**src/rtl/branch_seq_if.sv**
```systemverilog
// Decoder-side bus of branch_seq: flag inputs, sequencing controls and PC/status outputs.
interface branch_seq_if #(
    parameter int PC_W = 8
);
    logic            z_flag;
    logic            z_next;
    logic            set_f;
    logic            inc;
    logic            stall;
    logic            jump_en;
    logic [1:0]      jump_cond;
    logic            link;
    logic [PC_W-1:0] jump_addr;
    logic [PC_W-1:0] pc;
    logic            taken;
    logic            flush;
    logic            lr_valid;

    modport master (
        output z_flag, z_next, set_f, inc, stall, jump_en, jump_cond, link, jump_addr,
        input  pc, taken, flush, lr_valid
    );

    modport slave (
        input  z_flag, z_next, set_f, inc, stall, jump_en, jump_cond, link, jump_addr,
        output pc, taken, flush, lr_valid
    );
endinterface

```
**src/rtl/branch_seq.sv**
```systemverilog
// Program-counter sequencer with conditional jumps, one-level link register and a post-redirect flush bubble.
// Optional macro BRANCH_SEQ_ZFWD_EN: jumps resolve on the zero flag being written in the same cycle.
//
// state | meaning
// RUN   | normal fetch: advance, jump or hold
// FLUSH | bubble after a taken jump; inc/jump_en ignored, pc held
module branch_seq #(
    parameter int          PC_W   = 8,
    parameter int unsigned RST_PC = 0
) (
    input logic          clk,
    input logic          rst,
    branch_seq_if.slave  bus
);
    typedef enum logic {RUN = 1'b0, FLUSH = 1'b1} state_t;

    state_t          state_q, state_d;
    logic [PC_W-1:0] pc_q, pc_d, lr_q, lr_d, pc_inc;
    logic            lrv_q, lrv_d;
    logic            taken_q, taken_d;
    logic            flush_q, flush_d;
    logic            z_eff;
    logic            hit;

`ifdef BRANCH_SEQ_ZFWD_EN
    assign z_eff = bus.set_f ? bus.z_next : bus.z_flag;
`else
    assign z_eff = bus.z_flag;
    wire unused_zfwd = bus.set_f ^ bus.z_next;
`endif

    assign pc_inc = pc_q + 1'b1;

    always_comb begin
        hit = 1'b0;
        case (bus.jump_cond)
            2'b00:   hit = 1'b1;
            2'b01:   hit = z_eff;
            2'b10:   hit = ~z_eff;
            default: hit = lrv_q;
        endcase
    end

    always_ff @(posedge clk or posedge rst) begin
        if (rst)
            state_q <= RUN;
        else if (!bus.stall)
            state_q <= state_d;
    end

    always_comb begin
        state_d = state_q;
        case (state_q)
            RUN:     if (bus.jump_en && hit) state_d = FLUSH;
            default: state_d = RUN;
        endcase
    end

    always_comb begin
        pc_d    = pc_q;
        lr_d    = lr_q;
        lrv_d   = lrv_q;
        taken_d = 1'b0;
        flush_d = (state_d == FLUSH);
        if (state_q == RUN) begin
            if (bus.jump_en) begin
                if (hit) begin
                    taken_d = 1'b1;
                    if (bus.jump_cond == 2'b11) begin
                        pc_d  = lr_q;
                        lrv_d = 1'b0;
                    end else begin
                        pc_d = bus.jump_addr;
                        if (bus.link) begin
                            lr_d  = pc_inc;
                            lrv_d = 1'b1;
                        end
                    end
                end else begin
                    pc_d = pc_inc;
                end
            end else if (bus.inc) begin
                pc_d = pc_inc;
            end
        end
    end

    // Stall freezes everything except taken, which must not repeat its pulse.
    always_ff @(posedge clk or posedge rst) begin
        if (rst) begin
            pc_q    <= PC_W'(RST_PC);
            lr_q    <= '0;
            lrv_q   <= 1'b0;
            taken_q <= 1'b0;
            flush_q <= 1'b0;
        end else if (bus.stall) begin
            taken_q <= 1'b0;
        end else begin
            pc_q    <= pc_d;
            lr_q    <= lr_d;
            lrv_q   <= lrv_d;
            taken_q <= taken_d;
            flush_q <= flush_d;
        end
    end

    assign bus.pc       = pc_q;
    assign bus.taken    = taken_q;
    assign bus.flush    = flush_q;
    assign bus.lr_valid = lrv_q;
endmodule

```
**src/flat_wrapper.sv**
```systemverilog
// flat-port wrapper written by rule: the top's interface ports become plain ports
module branch_seq_flat 
#(
    parameter int          PC_W   = 8,
    parameter int unsigned RST_PC = 0
)
  (clk, rst, bus_z_flag, bus_z_next, bus_set_f, bus_inc, bus_stall, bus_jump_en, bus_jump_cond, bus_link, bus_jump_addr, bus_pc, bus_taken, bus_flush, bus_lr_valid);
  branch_seq_if #(.PC_W(PC_W)) bus_i ();
  input logic clk;
  input logic rst;
  input wire logic [$bits(bus_i.z_flag)-1:0] bus_z_flag;
  input wire logic [$bits(bus_i.z_next)-1:0] bus_z_next;
  input wire logic [$bits(bus_i.set_f)-1:0] bus_set_f;
  input wire logic [$bits(bus_i.inc)-1:0] bus_inc;
  input wire logic [$bits(bus_i.stall)-1:0] bus_stall;
  input wire logic [$bits(bus_i.jump_en)-1:0] bus_jump_en;
  input wire logic [$bits(bus_i.jump_cond)-1:0] bus_jump_cond;
  input wire logic [$bits(bus_i.link)-1:0] bus_link;
  input wire logic [$bits(bus_i.jump_addr)-1:0] bus_jump_addr;
  output wire logic [$bits(bus_i.pc)-1:0] bus_pc;
  output wire logic [$bits(bus_i.taken)-1:0] bus_taken;
  output wire logic [$bits(bus_i.flush)-1:0] bus_flush;
  output wire logic [$bits(bus_i.lr_valid)-1:0] bus_lr_valid;
  assign bus_i.z_flag = bus_z_flag;
  assign bus_i.z_next = bus_z_next;
  assign bus_i.set_f = bus_set_f;
  assign bus_i.inc = bus_inc;
  assign bus_i.stall = bus_stall;
  assign bus_i.jump_en = bus_jump_en;
  assign bus_i.jump_cond = bus_jump_cond;
  assign bus_i.link = bus_link;
  assign bus_i.jump_addr = bus_jump_addr;
  assign bus_pc = bus_i.pc;
  assign bus_taken = bus_i.taken;
  assign bus_flush = bus_i.flush;
  assign bus_lr_valid = bus_i.lr_valid;
  branch_seq #(.PC_W(PC_W), .RST_PC(RST_PC)) u_core (.clk(clk), .rst(rst), .bus(bus_i));
endmodule
```
**config.mk**
```make
export PLATFORM = sky130hd
export DESIGN_NAME = branch_seq_flat
export DESIGN_NICKNAME = d
export VERILOG_FILES = /design/src/rtl/branch_seq_if.sv /design/src/rtl/branch_seq.sv /design/src/flat_wrapper.sv
export SDC_FILE = /design/constraint.sdc
export NUM_CORES = 1
export LEC_CHECK = 0
export ABC_AREA = 0
export CAP_MARGIN = 30
export CORE_AREA = 2 2 49 51
export CTS_BUF_LIST = sky130_fd_sc_hd__clkbuf_4
export DETAILED_ROUTE_END_ITERATION = 16
export DIE_AREA = 0 0 51 53
export GPL_TIMING_DRIVEN = 0
export PLACE_DENSITY = 0.84
export SLEW_MARGIN = 20
export SYNTH_ARGS = -nofsm -noshare
export SYNTH_HDL_FRONTEND = slang
export SYNTH_SLANG_ARGS = --single-unit
```
**constraint.sdc**
```tcl
create_clock -name clk -period 2.8 [get_ports clk]
set_input_delay 0.42 -clock clk [delete_from_list [all_inputs] [get_ports clk]]
set_output_delay 0.42 -clock clk [all_outputs]
set_load 0.02 [all_outputs]
```
==> out/metrics.cfg, run 1 <==
[cells_and_area]
synthToLayoutAreaGrowth_pct = 30.18
layout_commonest_cell = clkdlybuf4s50_1
nets = 153
multi_input_area_um2 = 598.1
regArea_um2 = 475.5
fillCellCount = 166
antenna_cells = 0
drive_above_1_share_pct = 14.39
most-common-layout-cells = clkdlybuf4s50_1 (27), dfrtp_1 (19), mux2i_1 (11), nand3_1 (7), mux2_4 (7)

[sta]
hold_viol = 0
hold_ws_ns = 0.5225
finalWorstSetupSlack_ns = 0.8387
skew_ns = 0.004798
max_freq_mhz = 509.9
slew_violations = 0
min_period_over_period_pct = 70.05
rsz0062_at_grt = no
relSlewSlack_pct = 51.71
tightestPinTransition_ns = 0.7235
tns_ns = 0
finalSetupViolCount = 0
min_period_ns = 1.961

[yosys]
synth_cell_types = 32
avgSynthCellArea_um2 = 11.00
syn-instance-count = 101
syn_area_mm2 = 0.001111
ys.flop_type = dfrtp_1
async_flop_share_pct = 100.0
yosysSeqAreaShare_pct = 42.79
yosysWarnings = 0
synth-edff-count = 0
syn_nets = 121
ys_ff_latch = 19

[grt]
grt_max_degree = 20
grt-ovfl-total = 0
grt.busiest_layer = met2
grtUsageTotal_pct = 22.06
grt_first_pass_wirelength_um = 4305
use_met1_pct = 25.67
use_met2_pct = 40.26
grt_pass1_vias = 946
antenna_found_initial = 0
use_met3_pct = 1.695

[route]
ant_nets = 0
wl_per_cell_um = 16.06
vias = 916
routed_wl_um = 2569
avgViaCountPerCell = 5.725
drt_pass1_iterations = 4
drt-initial-drc-count = 33
drc = 0

[clocking]
clk_pin_slew_ns = 0.10
postCtsHoldBufs = 0
cts_buffers = 3
htree_num_levels = 1
cts_tree = yes
cts_buffer_depth = 2
cts.sinks = 19
postCtsSetupRepairBufs = 0
ctsResizeCount = 0
root_buffer = clkbuf_4
clock_latency_ns = 0.29

[place]
pre_cts_slack_ns = 0.5234
io_buffers = 27
dp_hpwl_um = 1906
place_congestion = 0.7710

[floorplanning]
core_area_mm2 = 0.002148
initial_core_util_pct = 51.72
die_width_um = 51
die_area_mm2 = 0.002703
ios = 30
die_height_um = 53
num_rows = 17

[job]
max-cap-violations = 0

[critical_path]
critPathLaunchType = primary input
crit_fanout = 9
cpPeakStageDelay_ns = 0.46
worst-setup-path-type = primary input to flop
arrival_ns = 2.14
cp-end-kind = flop
slowest_stage = clkdlybuf4s50_1
crit_chain = clkdlybuf4s50_1 > and3_1 > o21ai_2 > or2_1 > buf_6 > mux2_4
cp_data_required_time_ns = 2.98

[pwr]
p_leak_nw = 0.6672
ir_worst_vdd_uv = 515.2
p_per_area_mw_per_mm2 = 825.8

[run_status]
outcome = finished, final reports clean

[min_path]
hp-class = flop to flop

==> synthesized netlist by cell type (3+ instances only) <==
library cell | number | area share [%]
dfrtp_1 | 19 | 43
mux2_2 | 4 | 4.1
inv_1 | 3 | 1.0
xnor2_1 | 5 | 3.9
mux2i_1 | 11 | 9.9
a2bb2oi_1 | 3 | 2.4
and3_1 | 3 | 1.7
mux2_4 | 7 | 9.5
a21oi_1 | 6 | 2.7
o21ai_0 | 4 | 1.8
nand2_1 | 6 | 2.0
nand3_1 | 7 | 3.2
==> layer usage <==
layer,vias to the layer above,part of all wire (%)
li1,432,-
met1,462,44
met2,20,53
met3,2,2.5
met4,0,0.90
met5,-,0
==> critical path: cells and delay by family <==
family	cells	cell delay [ns]
AO/OA/AOI/OAI	1	0.35
multiplexers	1	0.31
AND/OR/NAND/NOR	2	0.41
buffers and inverters	2	0.63
==> path summary, 6_finish.rpt <==
kind | to | cells past startpoint | slack (ns) | from
setup / recovery | u_core.lr_q[1]$_DFFE_PP0P_ | 6 | 0.84 | bus_jump_cond[0]
hold / removal | u_core.lr_q[4]$_DFFE_PP0P_ | 1 | 0.52 | u_core.lr_q[4]$_DFFE_PP0P_
setup reg to reg | u_core.lr_q[1]$_DFFE_PP0P_ | 5 | 1.08 | u_core.bus.lr_valid$_DFFE_PP0P_
hold reg to reg | u_core.lr_q[4]$_DFFE_PP0P_ | 1 | 0.52 | u_core.lr_q[4]$_DFFE_PP0P_
max in group asynchronous | u_core.bus.pc[1]$_DFFE_PP0P_ | 2 | 1.81 | rst
min in group asynchronous | u_core.lr_q[2]$_DFFE_PP0P_ | 2 | 0.54 | rst
==> layout make-up <==
type,count,share of cell area (%)
sequential,19,32.87
multi-input combinational,75,41.35
timing repair buffer,27,18.69
buffer,4,1.817
clock buffer,4,2.076
inverter,3,0.7785
tap,28,2.422
==> report_power, final <==
group | switching, mW | leakage (nW) | internal [mW] | total (mW)
Combinational | 0.238 | 0.424 | 0.306 | 0.544
Sequential | 0.116 | 0.225 | 0.388 | 0.504
Clock | 0.0809 | 0.0184 | 0.0650 | 0.146
==> per-stage QoR <==
step,area (µm²),power (mW),util (%),cells
3_3_place_gp,1416,1.018,65.93,156
4_1_cts,1446,1.194,67.33,160
6_report,1446,1.194,67.33,160
3_5_place_dp,1416,1.049,65.93,156
5_1_grt,1446,1.269,67.33,160
2_1_floorplan,1111,0.8321,-,101
==> cell families (layout without fill, tap and decap cells) <==
kind of cell | Yosys count | in the layout | share of synthesized area [%]
AO/OA/AOI/OAI | 20 | 20 | 12.05
buffers and inverters | 7 | 38 | 3.379
flip-flops | 19 | 19 | 42.79
AND/OR/NAND/NOR | 26 | 26 | 12.50
XOR/XNOR | 6 | 6 | 4.730
multiplexers | 22 | 22 | 23.42
adder cells (fa/ha/maj) | 1 | 1 | 1.126
==> registers in the layout (all words and copies together) (netlist names) <==
signal,flops
u_core.bus.taken,1
u_core.bus.flush,1
u_core.lr_q,8
u_core.bus.pc,8
u_core.bus.lr_valid,1
Note: power is estimated with default switching activity, not from simulation.
==> inputs of run 2 (changes only) <==
--- a/config.mk
+++ b/config.mk
@@ -7,12 +7,12 @@
 export LEC_CHECK = 0
 export ABC_AREA = 0
 export CAP_MARGIN = 30
-export CORE_AREA = 2 2 49 51
+export CORE_AREA = 2 2 53 55
 export CTS_BUF_LIST = sky130_fd_sc_hd__clkbuf_4
 export DETAILED_ROUTE_END_ITERATION = 16
-export DIE_AREA = 0 0 51 53
+export DIE_AREA = 0 0 55 57
 export GPL_TIMING_DRIVEN = 0
-export PLACE_DENSITY = 0.84
+export PLACE_DENSITY = 0.76
 export SLEW_MARGIN = 20
 export SYNTH_ARGS = -nofsm -noshare
 export SYNTH_HDL_FRONTEND = slang
==> constraint.sdc (replaced) <==
create_clock -name clk -period 1.7 [get_ports clk]
set_input_delay 0.255 -clock clk [delete_from_list [all_inputs] [get_ports clk]]
set_output_delay 0.255 -clock clk [all_outputs]
set_load 0.02 [all_outputs]
==> run 2 against run 1 <==
Effect of this change: register-to-register slack worse by 0.94 ns; final area is 3.1% higher; via count is 1.6% lower; total power is 64% higher; final cell count is 3.8% higher; critical endpoint unchanged.
==> out/metrics.cfg, run 2 (synthesized netlist as in run 1, its figures left out) <==
[critical_path]
cp-end-kind = flop
r2r_cells = 4
critPathLaunchType = primary input
crit_fanout = 9
worst-setup-path-type = primary input to flop
arrival_ns = 1.83
cp_data_required_time_ns = 1.88
r2r_setup_slack_ns = 0.14
r2r_start = u_core.bus.flush$_DFFE_PP0N_
timing.rr.end = u_core.bus.pc[2]$_DFFE_PP0P_

[place]
dp_hpwl_um = 1716
dpl_cell_area_mm2 = 0.001420
pre_cts_slack_ns = -0.3782
dp_cells = 159
io_buffers = 27
place_congestion = 0.7330

[floorplanning]
die_width_um = 55
num_rows = 19
initial_core_util_pct = 42.49
ios = 30
die_height_um = 57
die_area_mm2 = 0.003135
core_area_mm2 = 0.002615

[sta]
min_period_over_period_pct = 96.99
rsz0062_at_grt = no
hold_viol = 0
max_freq_mhz = 606.5
tightestPinTransition_ns = 0.7329
slew_violations = 0
min_period_ns = 1.649
finalWorstSetupSlack_ns = 0.05111
finalSetupViolCount = 0
relSlewSlack_pct = 51.09
skew_ns = 0.008166
tns_ns = 0

[grt]
grt_max_degree = 20
grtUsageTotal_pct = 17.63
antenna_found_initial = 0
grt_first_pass_wirelength_um = 4105
grt_pass1_vias = 933
grt-ovfl-total = 0

[pwr]
clockPowerShare_pct = 12.6
switching_power_mw = 0.7057
seqPwrFrac_pct = 41.9
p_per_area_mw_per_mm2 = 1317
p_leak_nw = 0.6909
comb_power_share_pct = 45.5
netSwitchingFraction_pct = 35.93
power_mw = 1.964
internal_power_mw = 1.258
ir_worst_vdd_uv = 874.2

[cells_and_area]
most-common-layout-cells = clkdlybuf4s50_1 (25), dfrtp_1 (17), mux2i_1 (10), nand3_1 (7), mux2_4 (7)
layout_commonest_cell = clkdlybuf4s50_1
instances_no_fill = 166
nets = 156
finalInstanceArea_mm2 = 0.001491
drive_above_1_share_pct = 18.52
synthToLayoutAreaGrowth_pct = 34.23
antenna_cells = 0

[run_status]
outcome = finished, final reports clean

[job]
max-cap-violations = 0

[route]
routed_wl_um = 2400
drt_pass1_iterations = 4
vias = 901
ant_nets = 0
wl_per_cell_um = 14.46
drc = 0
drt-initial-drc-count = 13
avgViaCountPerCell = 5.428

[clocking]
cts_tree = yes
cts_buffers = 3
clock_latency_ns = 0.29
root_buffer = clkbuf_4
clk_pin_slew_ns = 0.11
cts_buffer_depth = 2
cts.sinks = 19
htree_num_levels = 1

[min_path]
hp-class = primary input to asynchronous set/reset pin

[run 2: cell count changes in the layout (fill, tap and decap cells not counted)]
cell / change
buf_4: +3
clkdlybuf4s50_1: -2
dfrtp_1: -2
dfrtp_2: +2
dlymetal6s2s_1: +2
mux2i_1: -1
mux2i_2: +1
o21ai_0: -1
o21ai_1: +1
o21ai_2: -1
o21ai_4: +1
[run 2: cell type report]
type,count,area [µm²]
plain buffers,4,26.28
clock buffers,4,30.03
fillers,242,1124
inverters,3,11.26
multi-input cells,75,609.3
flip-flops and latches,19,478.0
well taps,31,38.79
repair buffers,30,297.8
[run 2: power by group through the flow]
stage	Clock (mW)	Sequential (mW)	Combinational (mW)
finish	0.247	0.823	0.894
global route	0.276	0.853	0.964
CTS	0.251	0.819	0.903
detailed placement	0	0.827	0.881
global placement	0	0.820	0.867
floorplan	0	0.904	0.466
[run 2: metrics by stage]
stage / hold WS [ns] / util [%]
detailed placement: 0.4956 / 54.31
global route: 0.4425 / 57.03
CTS: 0.3984 / 56.75
global placement: 0.4861 / 54.31
finish: 0.3733 / 57.03
floorplan: 0.2061 / -
[run 2: worst max path at each step]
stage                            endpoint  slack, ns  cells past startpoint                    startpoint
2_1_floorplan  u_core.lr_q[6]$_DFFE_PP0P_        0.1                      5  u_core.bus.pc[0]$_DFFE_PP0P_
5_1_grt        u_core.lr_q[6]$_DFFE_PP0P_      0.003                      5  u_core.bus.pc[1]$_DFFE_PP0P_
3_5_place_dp   u_core.lr_q[3]$_DFFE_PP0P_      -0.38                      6              bus_jump_cond[0]
3_3_place_gp   u_core.lr_q[7]$_DFFE_PP0P_      -0.36                      6              bus_jump_cond[0]
4_1_cts                         bus_pc[2]     0.0005                      1  u_core.bus.pc[2]$_DFFE_PP0P_
6_report       u_core.lr_q[1]$_DFFE_PP0P_       0.05                      6              bus_jump_cond[1]
[run 2: timing repair]
action,in CTS,in global routing
hold buffers,0,0
setup endpoints to repair,7,9
pin swaps,1,0
buffers inserted,3,0
resized for setup,2,5
[run 2: worst max-delay path: stages]
cell and delay [ns]:
clkdlybuf4s50_1 0.54, and3_1 0.23, o21ai_4 0.10, or2_1 0.25, buf_6 0.16, mux2_4 0.30
[run 2: layer usage]
layer | up-vias | global-route usage, % | wire (µm)
met4 | 0 | 5.226 | 8
met1 | 446 | 24.45 | 1163
li1 | 436 | - | -
met2 | 17 | 28.23 | 1150
met3 | 2 | 2.618 | 77
met5 | - | 0 | 0
==> inputs of run 3 (changes only) <==
--- a/config.mk
+++ b/config.mk
@@ -7,12 +7,12 @@
 export LEC_CHECK = 0
 export ABC_AREA = 0
 export CAP_MARGIN = 30
-export CORE_AREA = 2 2 53 55
+export CORE_AREA = 2 2 49 51
 export CTS_BUF_LIST = sky130_fd_sc_hd__clkbuf_4
 export DETAILED_ROUTE_END_ITERATION = 16
-export DIE_AREA = 0 0 55 57
+export DIE_AREA = 0 0 51 53
 export GPL_TIMING_DRIVEN = 0
-export PLACE_DENSITY = 0.76
+export PLACE_DENSITY = 0.84
 export SLEW_MARGIN = 20
 export SYNTH_ARGS = -nofsm -noshare
 export SYNTH_HDL_FRONTEND = slang
==> constraint.sdc (replaced) <==
create_clock -name clk -period 1.9 [get_ports clk]
set_input_delay 0.285 -clock clk [delete_from_list [all_inputs] [get_ports clk]]
set_output_delay 0.285 -clock clk [all_outputs]
set_load 0.02 [all_outputs]
==> results of run 3 <==
The final DEF is identical to that of run 1. Status: finished, final reports clean.
Among the figures that moved: setup slack after placement 0.5234 ns -> -0.2416 ns; clock-pin slew on the worst setup and hold paths 0.10 ns -> 0.11 ns; setup slack after layout 0.8387 ns -> 0.07369 ns; hold slack 0.5225 ns -> 0.4051 ns; register-to-register setup slack 1.08 ns -> 0.18 ns; total power 1.194 mW -> 1.760 mW; worst IR drop on VDD 515.2 µV -> 759.3 µV
